**src/rtl/sync_fifo_mem_if.sv**
```systemverilog
// Producer/consumer bus for sync_fifo_mem: push/pop requests, read data, status and error flags.
interface sync_fifo_mem_if #(
    parameter int DATA_WIDTH = 8,
    parameter int PTR_WIDTH  = 3
);
    logic                  w_en;
    logic [DATA_WIDTH-1:0] data_in;
    logic                  r_en;
    logic [DATA_WIDTH-1:0] data_out;
    logic                  r_valid;
    logic                  full;
    logic                  empty;
    logic                  almost_full;
    logic                  almost_empty;
    logic [PTR_WIDTH:0]    count;
    logic                  overflow;
    logic                  underflow;

    modport master (
        output w_en, data_in, r_en,
        input  data_out, r_valid, full, empty, almost_full, almost_empty,
               count, overflow, underflow
    );

    modport slave (
        input  w_en, data_in, r_en,
        output data_out, r_valid, full, empty, almost_full, almost_empty,
               count, overflow, underflow
    );
endinterface

```
**src/rtl/sync_fifo_mem.sv**
```systemverilog
// Single-clock FIFO with storage, wrap-bit pointers, occupancy flags and sticky error flags.
// Define FIFO_FWFT_EN for first-word fall-through reads; default is a registered 1-cycle read.
module sync_fifo_mem #(
    parameter int DEPTH      = 8,
    parameter int DATA_WIDTH = 8,
    parameter int PTR_WIDTH  = 3,
    parameter int AFULL_LVL  = 6,
    parameter int AEMPTY_LVL = 2
) (
    input  logic            clock,
    input  logic            reset,
    sync_fifo_mem_if.slave  bus
);
    localparam logic [PTR_WIDTH:0] PTR_ONE  = (PTR_WIDTH+1)'(1);
    localparam logic [PTR_WIDTH:0] AFULL_C  = (PTR_WIDTH+1)'(AFULL_LVL);
    localparam logic [PTR_WIDTH:0] AEMPTY_C = (PTR_WIDTH+1)'(AEMPTY_LVL);

    logic [DATA_WIDTH-1:0] mem_r [DEPTH];
    logic [PTR_WIDTH:0]    wptr_r;
    logic [PTR_WIDTH:0]    rptr_r;
    logic                  overflow_r;
    logic                  underflow_r;

    logic [PTR_WIDTH:0]    count_s;
    logic                  full_s;
    logic                  empty_s;
    logic                  wr_acc_s;
    logic                  rd_acc_s;

    // Occupancy and acceptance decode from the registered pointers.
    always_comb begin
        count_s  = wptr_r - rptr_r;
        empty_s  = (wptr_r == rptr_r);
        full_s   = (wptr_r[PTR_WIDTH] != rptr_r[PTR_WIDTH]) &&
                   (wptr_r[PTR_WIDTH-1:0] == rptr_r[PTR_WIDTH-1:0]);
        wr_acc_s = bus.w_en & ~full_s;
        rd_acc_s = bus.r_en & ~empty_s;
    end

    // Storage array; deliberately not reset.
    always_ff @(posedge clock) begin
        if (wr_acc_s && !reset) begin
            mem_r[wptr_r[PTR_WIDTH-1:0]] <= bus.data_in;
        end
    end

    // Pointer advance and sticky error capture.
    always_ff @(posedge clock) begin
        if (reset) begin
            wptr_r      <= '0;
            rptr_r      <= '0;
            overflow_r  <= 1'b0;
            underflow_r <= 1'b0;
        end else begin
            if (wr_acc_s) begin
                wptr_r <= wptr_r + PTR_ONE;
            end
            if (rd_acc_s) begin
                rptr_r <= rptr_r + PTR_ONE;
            end
            if (bus.w_en && full_s) begin
                overflow_r <= 1'b1;
            end
            if (bus.r_en && empty_s) begin
                underflow_r <= 1'b1;
            end
        end
    end

    assign bus.count        = count_s;
    assign bus.full         = full_s;
    assign bus.empty        = empty_s;
    assign bus.almost_full  = (count_s >= AFULL_C);
    assign bus.almost_empty = (count_s <= AEMPTY_C);
    assign bus.overflow     = overflow_r;
    assign bus.underflow    = underflow_r;

`ifdef FIFO_FWFT_EN
    // Head word falls through whenever the FIFO holds data.
    assign bus.data_out = empty_s ? '0 : mem_r[rptr_r[PTR_WIDTH-1:0]];
    assign bus.r_valid  = ~empty_s;
`else
    logic [DATA_WIDTH-1:0] data_out_r;
    logic                  r_valid_r;

    // Registered read port: capture the head word on an accepted pop, hold otherwise.
    always_ff @(posedge clock) begin
        if (reset) begin
            data_out_r <= '0;
            r_valid_r  <= 1'b0;
        end else begin
            r_valid_r <= rd_acc_s;
            if (rd_acc_s) begin
                data_out_r <= mem_r[rptr_r[PTR_WIDTH-1:0]];
            end
        end
    end

    assign bus.data_out = data_out_r;
    assign bus.r_valid  = r_valid_r;
`endif
endmodule

```
**src/flat_wrapper.sv**
```systemverilog
// flat-port wrapper written by rule: the top's interface ports become plain ports
module sync_fifo_mem_flat 
#(
    parameter int DEPTH      = 8,
    parameter int DATA_WIDTH = 8,
    parameter int PTR_WIDTH  = 3,
    parameter int AFULL_LVL  = 6,
    parameter int AEMPTY_LVL = 2
)
  (clock, reset, bus_w_en, bus_data_in, bus_r_en, bus_data_out, bus_r_valid, bus_full, bus_empty, bus_almost_full, bus_almost_empty, bus_count, bus_overflow, bus_underflow);
  sync_fifo_mem_if #(.DATA_WIDTH(DATA_WIDTH), .PTR_WIDTH(PTR_WIDTH)) bus_i ();
  input  logic clock;
  input  logic reset;
  input wire logic [$bits(bus_i.w_en)-1:0] bus_w_en;
  input wire logic [$bits(bus_i.data_in)-1:0] bus_data_in;
  input wire logic [$bits(bus_i.r_en)-1:0] bus_r_en;
  output wire logic [$bits(bus_i.data_out)-1:0] bus_data_out;
  output wire logic [$bits(bus_i.r_valid)-1:0] bus_r_valid;
  output wire logic [$bits(bus_i.full)-1:0] bus_full;
  output wire logic [$bits(bus_i.empty)-1:0] bus_empty;
  output wire logic [$bits(bus_i.almost_full)-1:0] bus_almost_full;
  output wire logic [$bits(bus_i.almost_empty)-1:0] bus_almost_empty;
  output wire logic [$bits(bus_i.count)-1:0] bus_count;
  output wire logic [$bits(bus_i.overflow)-1:0] bus_overflow;
  output wire logic [$bits(bus_i.underflow)-1:0] bus_underflow;
  assign bus_i.w_en = bus_w_en;
  assign bus_i.data_in = bus_data_in;
  assign bus_i.r_en = bus_r_en;
  assign bus_data_out = bus_i.data_out;
  assign bus_r_valid = bus_i.r_valid;
  assign bus_full = bus_i.full;
  assign bus_empty = bus_i.empty;
  assign bus_almost_full = bus_i.almost_full;
  assign bus_almost_empty = bus_i.almost_empty;
  assign bus_count = bus_i.count;
  assign bus_overflow = bus_i.overflow;
  assign bus_underflow = bus_i.underflow;
  sync_fifo_mem #(.DEPTH(DEPTH), .DATA_WIDTH(DATA_WIDTH), .PTR_WIDTH(PTR_WIDTH), .AFULL_LVL(AFULL_LVL), .AEMPTY_LVL(AEMPTY_LVL)) u_core (.clock(clock), .reset(reset), .bus(bus_i));
endmodule
```
**config.mk**
```make
export PLATFORM = sky130hd
export DESIGN_NAME = sync_fifo_mem_flat
export DESIGN_NICKNAME = d
export VERILOG_FILES = /design/src/rtl/sync_fifo_mem_if.sv /design/src/rtl/sync_fifo_mem.sv /design/src/flat_wrapper.sv
export SDC_FILE = /design/constraint.sdc
export NUM_CORES = 1
export LEC_CHECK = 0
export CAP_MARGIN = 0
export CORE_AREA = 2 2 121 123
export CTS_CLUSTER_SIZE = 10
export DETAILED_ROUTE_END_ITERATION = 12
export DIE_AREA = 0 0 123 125
export PLACE_DENSITY = 0.43
export SLEW_MARGIN = 30
export SYNTH_ARGS = -nofsm -noshare
export SYNTH_HDL_FRONTEND = slang
export SYNTH_SLANG_ARGS = --single-unit
```
**constraint.sdc**
```tcl
create_clock -name clock -period 3.62 [get_ports clock]
set_input_delay 0.543 -clock clock [delete_from_list [all_inputs] [get_ports clock]]
set_output_delay 0.543 -clock clock [all_outputs]
set_load 0.005 [all_outputs]
```
==> results by stage, run 1 <==
Outcome:
- The run finished with clean final reports.

Synth:
- The post-synthesis net count is 238.
- The mean area per synthesized cell is 15.6 µm².
- The count of cell types in the netlist is 40.
- The flip-flop and latch count after synthesis is 83.
- In this run the cell area of the synthesized design comes to 0.00342 mm².
- The sequential-to-total area share from yosys stat is 0.672.
- The number of synthesized flops with an enable pin is 64.
- The proportion of register bits with asynchronous set or reset after synthesis is 0.
- The synthesized instance count is 220.
- For this run, the leading register cell type out of synthesis is sky130_fd_sc_hd__edfxtp_1.
- The number of warnings issued by yosys is 0.

Floorplanning:
- During I/O placement, the number of pins put on the boundary was 31.
- The number of standard-cell rows in the floorplan is 44.
- The die covers 0.0154 mm².
- The initial utilization of the core area, before any placement, comes to 0.241.
- From bottom edge to top edge, the die measures 125 µm.
- Measured along the x axis, the die boundary spans 123 µm.
- The area of the placeable core is 0.0142 mm².

Clocking:
- Clock-pin slew was measured on the worst setup and hold paths at 0.06 ns.
- The number of clock buffers added by TritonCTS is 9.
- The root buffer cell chosen for the clock tree is sky130_fd_sc_hd__clkbuf_16.
- The maximum level of the CTS H-tree is 3.
- The number of buffers inserted for hold repair after clock tree synthesis is 0.
- No sink is reached through more buffers than the 2 on the longest clock path.
- Post-CTS timing repair inserted 0 buffers for setup.
- Clock latency on the worst-skew pair, taken at its later pin, is 0.34 ns.
- The TritonCTS clock tree is built.
- The number of clock sinks is 83.
- The number of gates resized after CTS is 0.

Place:
- The pre-CTS setup slack is 0.919 ns.
- The cell area after placement is 0.00396 mm².
- The congestion estimate from routability-driven global placement came to 0.669.
- In this run the tool buffered the top-level ports with 30 buffer cells.
- Summed over all nets, the half-perimeter wirelength after detailed placement is 4.82 mm.

Timing:
- The slew at the pin closest to its max-slew limit is 0.574 ns.
- Dividing the final minimum period by the clock period gives 0.845.
- The worst-case clock skew is 0.00537 ns.
- The post-layout minimum cycle time is 3.06 ns.
- Across all hold checks on the routed design, the worst slack comes to 0.473 ns.
- The final-layout setup total negative slack is 0 ns.
- In this run the tightest slew margin relative to its limit is 0.618.
- The final number of hold-violating endpoints came to 0.
- Derived from the worst setup path, the maximum achievable clock frequency is 327 MHz.
- The max-slew violation count is 0.
- Setup slack on the critical path of the routed design comes to 0.561 ns.
- Setup repair after global routing left no endpoint under its margin.
- Setup violations remaining at the end of the flow were counted as 0.

Final layout:
- The net total in the final layout is 281.
- The diode insertion count for antenna repair is 0.
- In the final layout, flip-flops and latches occupy 0.00230 mm².
- In the final layout, the multi-input gates occupy 0.00101 mm².
- Counting the fill cells in the layout gives 1434.
- The post-route cell area is 0.00422 mm².
- In the final layout, the share of cells above drive strength 1 is 0.124.
- The area growth from synthesis to layout is 23.2%.

Setup path:
- Along the worst path, the maximum fanout reaches 10.
- The setup slack of the worst register-to-register path is 1.08 ns.
- The startpoint of the worst-slack reg-to-reg timing path is u_core.rptr_r[2]$_SDFFE_PP0P_.
- The capture point of the critical path is bus_almost_empty.
- The endpoint identified for the worst register-to-register timing path is u_core.mem_r[6][1]$_DFFE_PP_.
- The timing startpoint of the critical path is u_core.wptr_r[1]$_SDFFE_PP0P_.
- Walking the worst path, the cells encountered are ha_1, nor2b_1, o21ai_0, nand3_1, a221oi_1, clkdlybuf4s50_1.
- The worst setup path is launched from a flop.
- The data arrival time of the critical path is 2.52 ns.
- The kind of end point of the critical path is an output pin.
- The type of the worst setup path is flop to output pin.
- The delay of the slowest cell on the worst path is 0.55 ns.
- Data on the critical path is required at its endpoint by 3.08 ns.
- For this design, the slowest cell found on the critical path is sky130_fd_sc_hd__dfxtp_1.
- The number of cells traversed by the worst register-to-register path is 8.

GRT:
- The global-route wire length before repair is 11.3 mm.
- The via count of the first global-routing pass is 1927.
- The global-route usage over all layers is 0.105.
- The number of antenna violations at the first check in global routing was 0.
- The total congestion overflow is 0.
- Entering global routing, the biggest net connects 27 pins.

Drt:
- Before antenna repair, the detailed router went through 4 iterations.
- The wire length per cell is 16.5 µm.
- The total number of vias is 1980.
- The final layout contains routed wiring with a total length of 7.45 mm.
- After detailed routing, the number of vias per cell comes to 4.39.
- The remaining routing DRC violations is 0.
- The number of nets still failing antenna checks after routing is 0.
- In this run, the number of DRC markers left after iteration 0 of detailed routing was 86.

Power:
- The total power is 2.26 mW.
- Power spread over the standard cell area amounts to 535 mW/mm².
- The maximum vdd ir drop is 0.218 mV.
- In this run the static leakage power is 1.37 nW.

Flow run:
- The max capacitance violation total is 0.

Hold path:
- The path category of the worst min-delay check is flop to flop.
==> flip-flops by register name, indices dropped and copies added (netlist names) <==
register / cells
u_core.bus.underflow: 1
u_core.rptr_r: 4
u_core.bus.overflow: 1
u_core.bus.data_out: 8
u_core.bus.r_valid: 1
u_core.mem_r: 64
u_core.wptr_r: 4
==> area by class of cell <==
class                      count  area share
inverter                       7     0.00623
tap                          184      0.0546
clock inverter                 3     0.00386
sequential                    83       0.546
clock buffer                  12      0.0584
multi-input combinational    120       0.239
timing repair buffer          42      0.0925
==> critical path, delay by kind of cell, from the launching register on <==
kind | cells | cell delay (ns)
buffers and inverters | 1 | 0.54
adders and majority gates | 1 | 0.32
DFF | 1 | 0.55
and+or+nand+nor | 2 | 0.28
AOI/OAI and AO/OA | 2 | 0.49
==> synthesized netlist by cell type (all sizes together), types with 2 or more instances <==
master / n / area, µm²
edfxtp: 64 / 1920
nor2: 24 / 92.6
dfxtp: 19 / 380
mux2i: 16 / 160
mux4: 9 / 229
nor3: 9 / 45.0
a211oi: 8 / 60.1
inv: 7 / 26.3
o22ai: 7 / 43.8
clkbuf: 6 / 52.6
ha: 5 / 62.6
a21oi: 4 / 20.0
buf: 4 / 48.8
nand2: 4 / 15.0
o21ai: 4 / 23.8
xnor2: 4 / 35.0
xor2: 4 / 42.6
nand2b: 3 / 18.8
o211ai: 3 / 22.5
nand3: 2 / 10.0
nor4: 2 / 12.5
or2: 2 / 12.5
==> report_power, final <==
group	leakage, nW	internal [mW]	total [mW]	switching [mW]
clock	0.126	0.476	0.829	0.353
sequential	0.734	1.06	1.08	0.0163
combinational	0.512	0.176	0.350	0.174
total	1.37	1.71	2.26	0.543
==> placed cells by master (no fill, tap or decap), drive strengths merged <==
| cell | Yosys | final |
|---|---|---|
| nor3 | 9 | 9 |
| nand3 | 2 | 2 |
| xnor2 | 4 | 4 |
| xor2 | 4 | 4 |
| a221oi | 1 | 1 |
| edfxtp | 64 | 64 |
| inv | 7 | 7 |
| clkdlybuf4s50 | 0 | 30 |
| a21oi | 4 | 4 |
| mux2i | 16 | 16 |
| buf | 4 | 12 |
| o211ai | 3 | 3 |
| clkinv | 0 | 2 |
| nand2b | 3 | 3 |
| dfxtp | 19 | 19 |
| o22ai | 7 | 7 |
| o21ai | 4 | 4 |
| clkbuf | 6 | 12 |
| or2 | 2 | 2 |
| nand2 | 4 | 4 |
| nor2 | 24 | 24 |
| a22o | 1 | 1 |
| a21o | 1 | 1 |
| o21a | 1 | 1 |
| and2 | 1 | 1 |
| mux4 | 9 | 9 |
| and4 | 1 | 1 |
| nor4 | 2 | 2 |
| fa | 1 | 1 |
| nor2b | 1 | 1 |
| ha | 5 | 5 |
| nand3b | 1 | 1 |
| a211oi | 8 | 8 |
| clkinvlp | 0 | 1 |
| and3 | 1 | 1 |
==> through the flow <==
step	std cells	util
after CTS	451	0.297
after global placement	436	0.279
after floorplan	220	-
after detailed placement	436	0.279
after global routing	451	0.297
final	451	0.297
==> layer usage <==
layer,wire length [µm],vias up,GRT usage
li1,-,934,-
met1,3470,990,0.140
met2,3510,48,0.153
met3,310,8,0.0315
met4,162,0,0.0521
met5,0,-,0
==> how the worst min path moves through the flow <==
stage	startpoint	end	slack [ns]	cells after the start
4_1_cts	u_core.bus.overflow$_SDFFE_PP0P_	u_core.bus.overflow$_SDFFE_PP0P_	0.48	2
3_5_place_dp	u_core.bus.overflow$_SDFFE_PP0P_	u_core.bus.overflow$_SDFFE_PP0P_	0.47	2
6_report	u_core.bus.overflow$_SDFFE_PP0P_	u_core.bus.overflow$_SDFFE_PP0P_	0.47	2
2_1_floorplan	u_core.bus.overflow$_SDFFE_PP0P_	u_core.bus.overflow$_SDFFE_PP0P_	0.46	2
5_1_grt	u_core.bus.underflow$_SDFFE_PP0P_	u_core.bus.underflow$_SDFFE_PP0P_	0.51	2
3_3_place_gp	u_core.bus.underflow$_SDFFE_PP0P_	u_core.bus.underflow$_SDFFE_PP0P_	0.45	2
==> kinds of logic after synthesis <==
group,count (synthesis),synth area share
muxes,25,0.114
DFF,83,0.672
adders and majority gates,6,0.0241
xor gates and xnor gates,8,0.0227
buffers and inverters,17,0.0373
and+or+nand+nor,51,0.0705
AOI/OAI and AO/OA,30,0.0596
(Power assumes the default switching activity.)
==> run 2, diff against run 1 <==
--- a/config.mk
+++ b/config.mk
@@ -10,7 +10,7 @@
 export CTS_CLUSTER_SIZE = 10
 export DETAILED_ROUTE_END_ITERATION = 12
 export DIE_AREA = 0 0 123 125
-export PLACE_DENSITY = 0.43
+export PLACE_DENSITY = 0.45
 export SLEW_MARGIN = 30
 export SYNTH_ARGS = -nofsm -noshare
 export SYNTH_HDL_FRONTEND = slang
==> constraint.sdc (replaced) <==
create_clock -name clock -period 2.5 [get_ports clock]
set_input_delay 0.375 -clock clock [delete_from_list [all_inputs] [get_ports clock]]
set_output_delay 0.375 -clock clock [all_outputs]
set_load 0.005 [all_outputs]
==> run 2 against run 1 <==
Sequential power rose by 44%. Clock skew grew 0.0013 ns. Clock power rose by 66%. Sequential share of layout area fell by 2.4 points. Combinational power up 56%. Clock-buffer cell count is the same. Total power is 54% higher. Cell count up 2.4%. Flip-flop and latch count unchanged. Via count fell by 0.76%. Critical endpoint is now bus_count[2]. Highest routed layer unchanged.
==> results by stage, run 2 (same netlist as run 1, synthesis figures left out) <==
Setup path:
- The required time at the endpoint of the critical path came to 2.12 ns (-0.96 ns).
- The maximum net fanout on the critical path was 4 (-6).
- The startpoint class of the critical path is a flop.
- The type of the worst setup path is flop to output pin.
- The kind of end point of the critical path is an output pin.
- The data arrival time of the critical path is 2.02 ns (-0.50 ns).

Drt:
- The wire length per cell is 16.6 µm (+0.49%).
- The sum of met2 wire segment lengths after detailed routing is 3.74 mm (+6.4%).
- The violation count after the first detailed-route iteration came to 61 (-29%).
- The routed length on met1 is 3.49 mm (+0.58%).
- The remaining routing DRC violations is 0 (unchanged).
- The first-pass iteration count of the detailed router is 4 (unchanged).
- The detailed route wirelength on metal3 is 306 µm (-1.3%).
- The per-cell via count in the routed design was 4.25 (-3.1%).
- The number of nets still failing antenna checks after routing is 0 (unchanged).
- The detailed-route wire length is 7.67 mm (+2.9%).
- The total number of vias is 1965 (-0.76%).
- The topmost layer with routed signal wires is met4.

Timing:
- Setup repair after global routing left no endpoint under its margin.
- The headroom to the max-slew limit is 0.421 (-0.197).
- The post-layout minimum cycle time is 2.39 ns.
- Static timing analysis puts the maximum clock frequency at 418 MHz.
- The max-slew violation count came to 0 (unchanged).
- Dividing the final minimum period by the clock period gives 0.958.
- The final number of hold-violating endpoints is 0 (unchanged).
- The final setup violation count is 0 (unchanged).
- The slew at the pin closest to its max-slew limit is 0.865 ns (+0.292 ns).
- The worst-case clock skew is 0.00671 ns (+0.00134 ns).

Floorplanning:
- The number of standard-cell rows in the floorplan was 44 (unchanged).
- The total I/O pin count was 31 (unchanged).
- The initial standard-cell utilization of the core was 0.241 (unchanged).
- The horizontal die dimension is 123 µm (unchanged).
- The area of the placeable core is 0.0142 mm² (unchanged).
- The y dimension of the die is 125 µm (unchanged).
- The die area is 0.0154 mm² (unchanged).

Final layout:
- The library cell used most frequently in the layout, excluding fill and tap cells, is sky130_fd_sc_hd__edfxtp_1.
- The share of the core filled with cells is 0.311 (+0.0138).
- The area growth from synthesis to layout is 28.9%.
- In the layout the commonest cells are sky130_fd_sc_hd__edfxtp_1 (64), sky130_fd_sc_hd__clkdlybuf4s50_1 (28), sky130_fd_sc_hd__nor2_1 (22), sky130_fd_sc_hd__buf_4 (22), sky130_fd_sc_hd__dfxtp_1 (17).
- The final cell count without fillers came to 462 (+2.4%).
- The net total in the final layout came to 291 (+3.6%).
- The fraction of final layout cells sized beyond drive strength 1 is 0.212 (+0.0886).
- The flip-flop count of the largest register after layout is 64 (unchanged).
- The diode insertion count for antenna repair is 0 (unchanged).

Power:
- The logic gate share of total power is 0.157 (+0.002).
- The net switching fraction of the power is 0.239 (-0.00172).
- The total power was 3.48 mW (+54%).
- The switching power summed over all nets is 0.832 mW (+53%).
- The power density over the cells is 789 mW/mm² (+48%).
- The share of total power in sequential cells was 0.448 (-0.029).
- The cell leakage power is 1.47 nW (+7.1%).
- The maximum vdd ir drop is 0.310 mV (+42%).
- The internal power contribution is 2.65 mW (+55%).
- The clock network fraction of design power is 0.395 (+0.027).

Place:
- The number of I/O port buffers came to 30 (unchanged).
- The placed cell count is 444 (+1.8%).
- The global placement routability congestion is 0.756 (+13%).
- The detailed-placement wirelength estimate is 4.82 mm (about the same).

Clocking:
- TritonCTS built the clock tree.
- The register clock-pin slew on the reported worst setup and hold paths was 0.06 ns (about the same).
- The worst-skew pair later-pin latency is 0.34 ns (about the same).
- The number of clock sinks is 83 (unchanged).
- The maximum buffer depth of the clock tree is 2 (unchanged).
- The total clock buffers created by CTS is 9 (unchanged).
- The cell sitting at the root of the clock tree is a sky130_fd_sc_hd__clkbuf_16.
- The maximum level of the CTS H-tree is 3 (unchanged).

GRT:
- The global-route wire length before repair was 11.9 mm (+5.4%).
- The total congestion overflow is 0 (unchanged).
- The largest net degree at the start of global routing is 26 (-3.7%).
- The number of antenna violations at the first check in global routing was 0 (unchanged).
- The global-route usage over all layers is 0.106 (+0.00194).
- The via count of the first global-routing pass was 2096 (+8.8%).

Flow run:
- The max capacitance violation total came to 0 (unchanged).

Hold path:
- The path category of the worst min-delay check is flop to flop.

Outcome:
- The run finished with clean final reports.
[run 2: cell count changes in the layout (fill, tap and decap cells not counted), sizes merged]
cell / previous run / this run
buf: 12 / 22
dlygate4sd2: 0 / 1
inv: 7 / 9
clkdlybuf4s50: 30 / 28
clkinv: 2 / 1
clkinvlp: 1 / 0
bufinv: 0 / 1
clkbuf: 12 / 13
[run 2: power groups by stage]
| stage | combinational [mW] | sequential, mW | clock [mW] |
|---|---|---|---|
| after floorplan | 0.284 | 1.59 | 0 |
| after global placement | 0.537 | 1.59 | 0 |
| after detailed placement | 0.543 | 1.59 | 0 |
| after CTS | 0.552 | 1.56 | 1.41 |
| after global routing | 0.607 | 1.57 | 1.47 |
| final | 0.547 | 1.56 | 1.38 |
[run 2: worst paths after layout]
kind / from / to / slack (ns) / depth (start not counted)
worst max-delay path: u_core.wptr_r[0]$_SDFFE_PP0P_ / bus_count[2] / 0.11 / 5
worst min-delay path: u_core.bus.overflow$_SDFFE_PP0P_ / u_core.bus.overflow$_SDFFE_PP0P_ / 0.47 / 2
worst max register to register: u_core.wptr_r[0]$_SDFFE_PP0P_ / u_core.mem_r[4][0]$_DFFE_PP_ / 0.35 / 6
worst min register to register: u_core.bus.overflow$_SDFFE_PP0P_ / u_core.bus.overflow$_SDFFE_PP0P_ / 0.47 / 2
[run 2: cell type report]
type	instances	area, µm²
fillers	1412	9790
flip-flops and latches	83	2300
multi-input cells	120	1080
repair buffers	52	459
clock buffers	12	256
well taps	184	230
clock inverters	4	56.3
inverters	7	26.3
[run 2: routing by layer]
| metal | global-route usage | vias to the layer above |
|---|---|---|
| met3 | 0.0315 | 12 |
| met2 | 0.173 | 38 |
| met5 | 0 | - |
| met4 | 0.0408 | 0 |
| met1 | 0.133 | 967 |
| li1 | - | 948 |
[run 2: critical path, cell delays in order (launching register included)]
cell	delay [ns]
sky130_fd_sc_hd__dfxtp_2	0.34
sky130_fd_sc_hd__inv_1	0.07
sky130_fd_sc_hd__ha_2	0.19
sky130_fd_sc_hd__fa_2	0.37
sky130_fd_sc_hd__xnor2_2	0.19
sky130_fd_sc_hd__clkdlybuf4s50_1	0.54
[run 2: what timing repair did]
action | CTS | global route
pin swaps | 3 | 2
hold buffers | 0 | 0
setup endpoints to repair | 4 | 4
setup buffers | 2 | 0
resized for setup | 8 | 4
[run 2: through the flow]
| stage | hold slack [ns] | cell area [µm²] | setup slack [ns] | TNS (ns) |
|---|---|---|---|---|
| after floorplan | 0.460 | 3470 | -0.000158 | -0.00126 |
| after global placement | 0.449 | 4050 | 0.101 | 0 |
| after detailed placement | 0.469 | 4050 | 0.0151 | 0 |
| after CTS | 0.483 | 4390 | 0.0141 | 0 |
| after global routing | 0.505 | 4420 | 0.00533 | 0 |
| final | 0.473 | 4420 | 0.105 | 0 |
==> run 3, diff against run 2 <==
--- a/config.mk
+++ b/config.mk
@@ -7,7 +7,7 @@
 export LEC_CHECK = 0
 export CAP_MARGIN = 0
 export CORE_AREA = 2 2 121 123
-export CTS_CLUSTER_SIZE = 10
+export CTS_CLUSTER_SIZE = 24
 export DETAILED_ROUTE_END_ITERATION = 12
 export DIE_AREA = 0 0 123 125
 export PLACE_DENSITY = 0.45
==> results of run 3 <==
No change in the layout: final DEF, timing and power equal those of run 2.
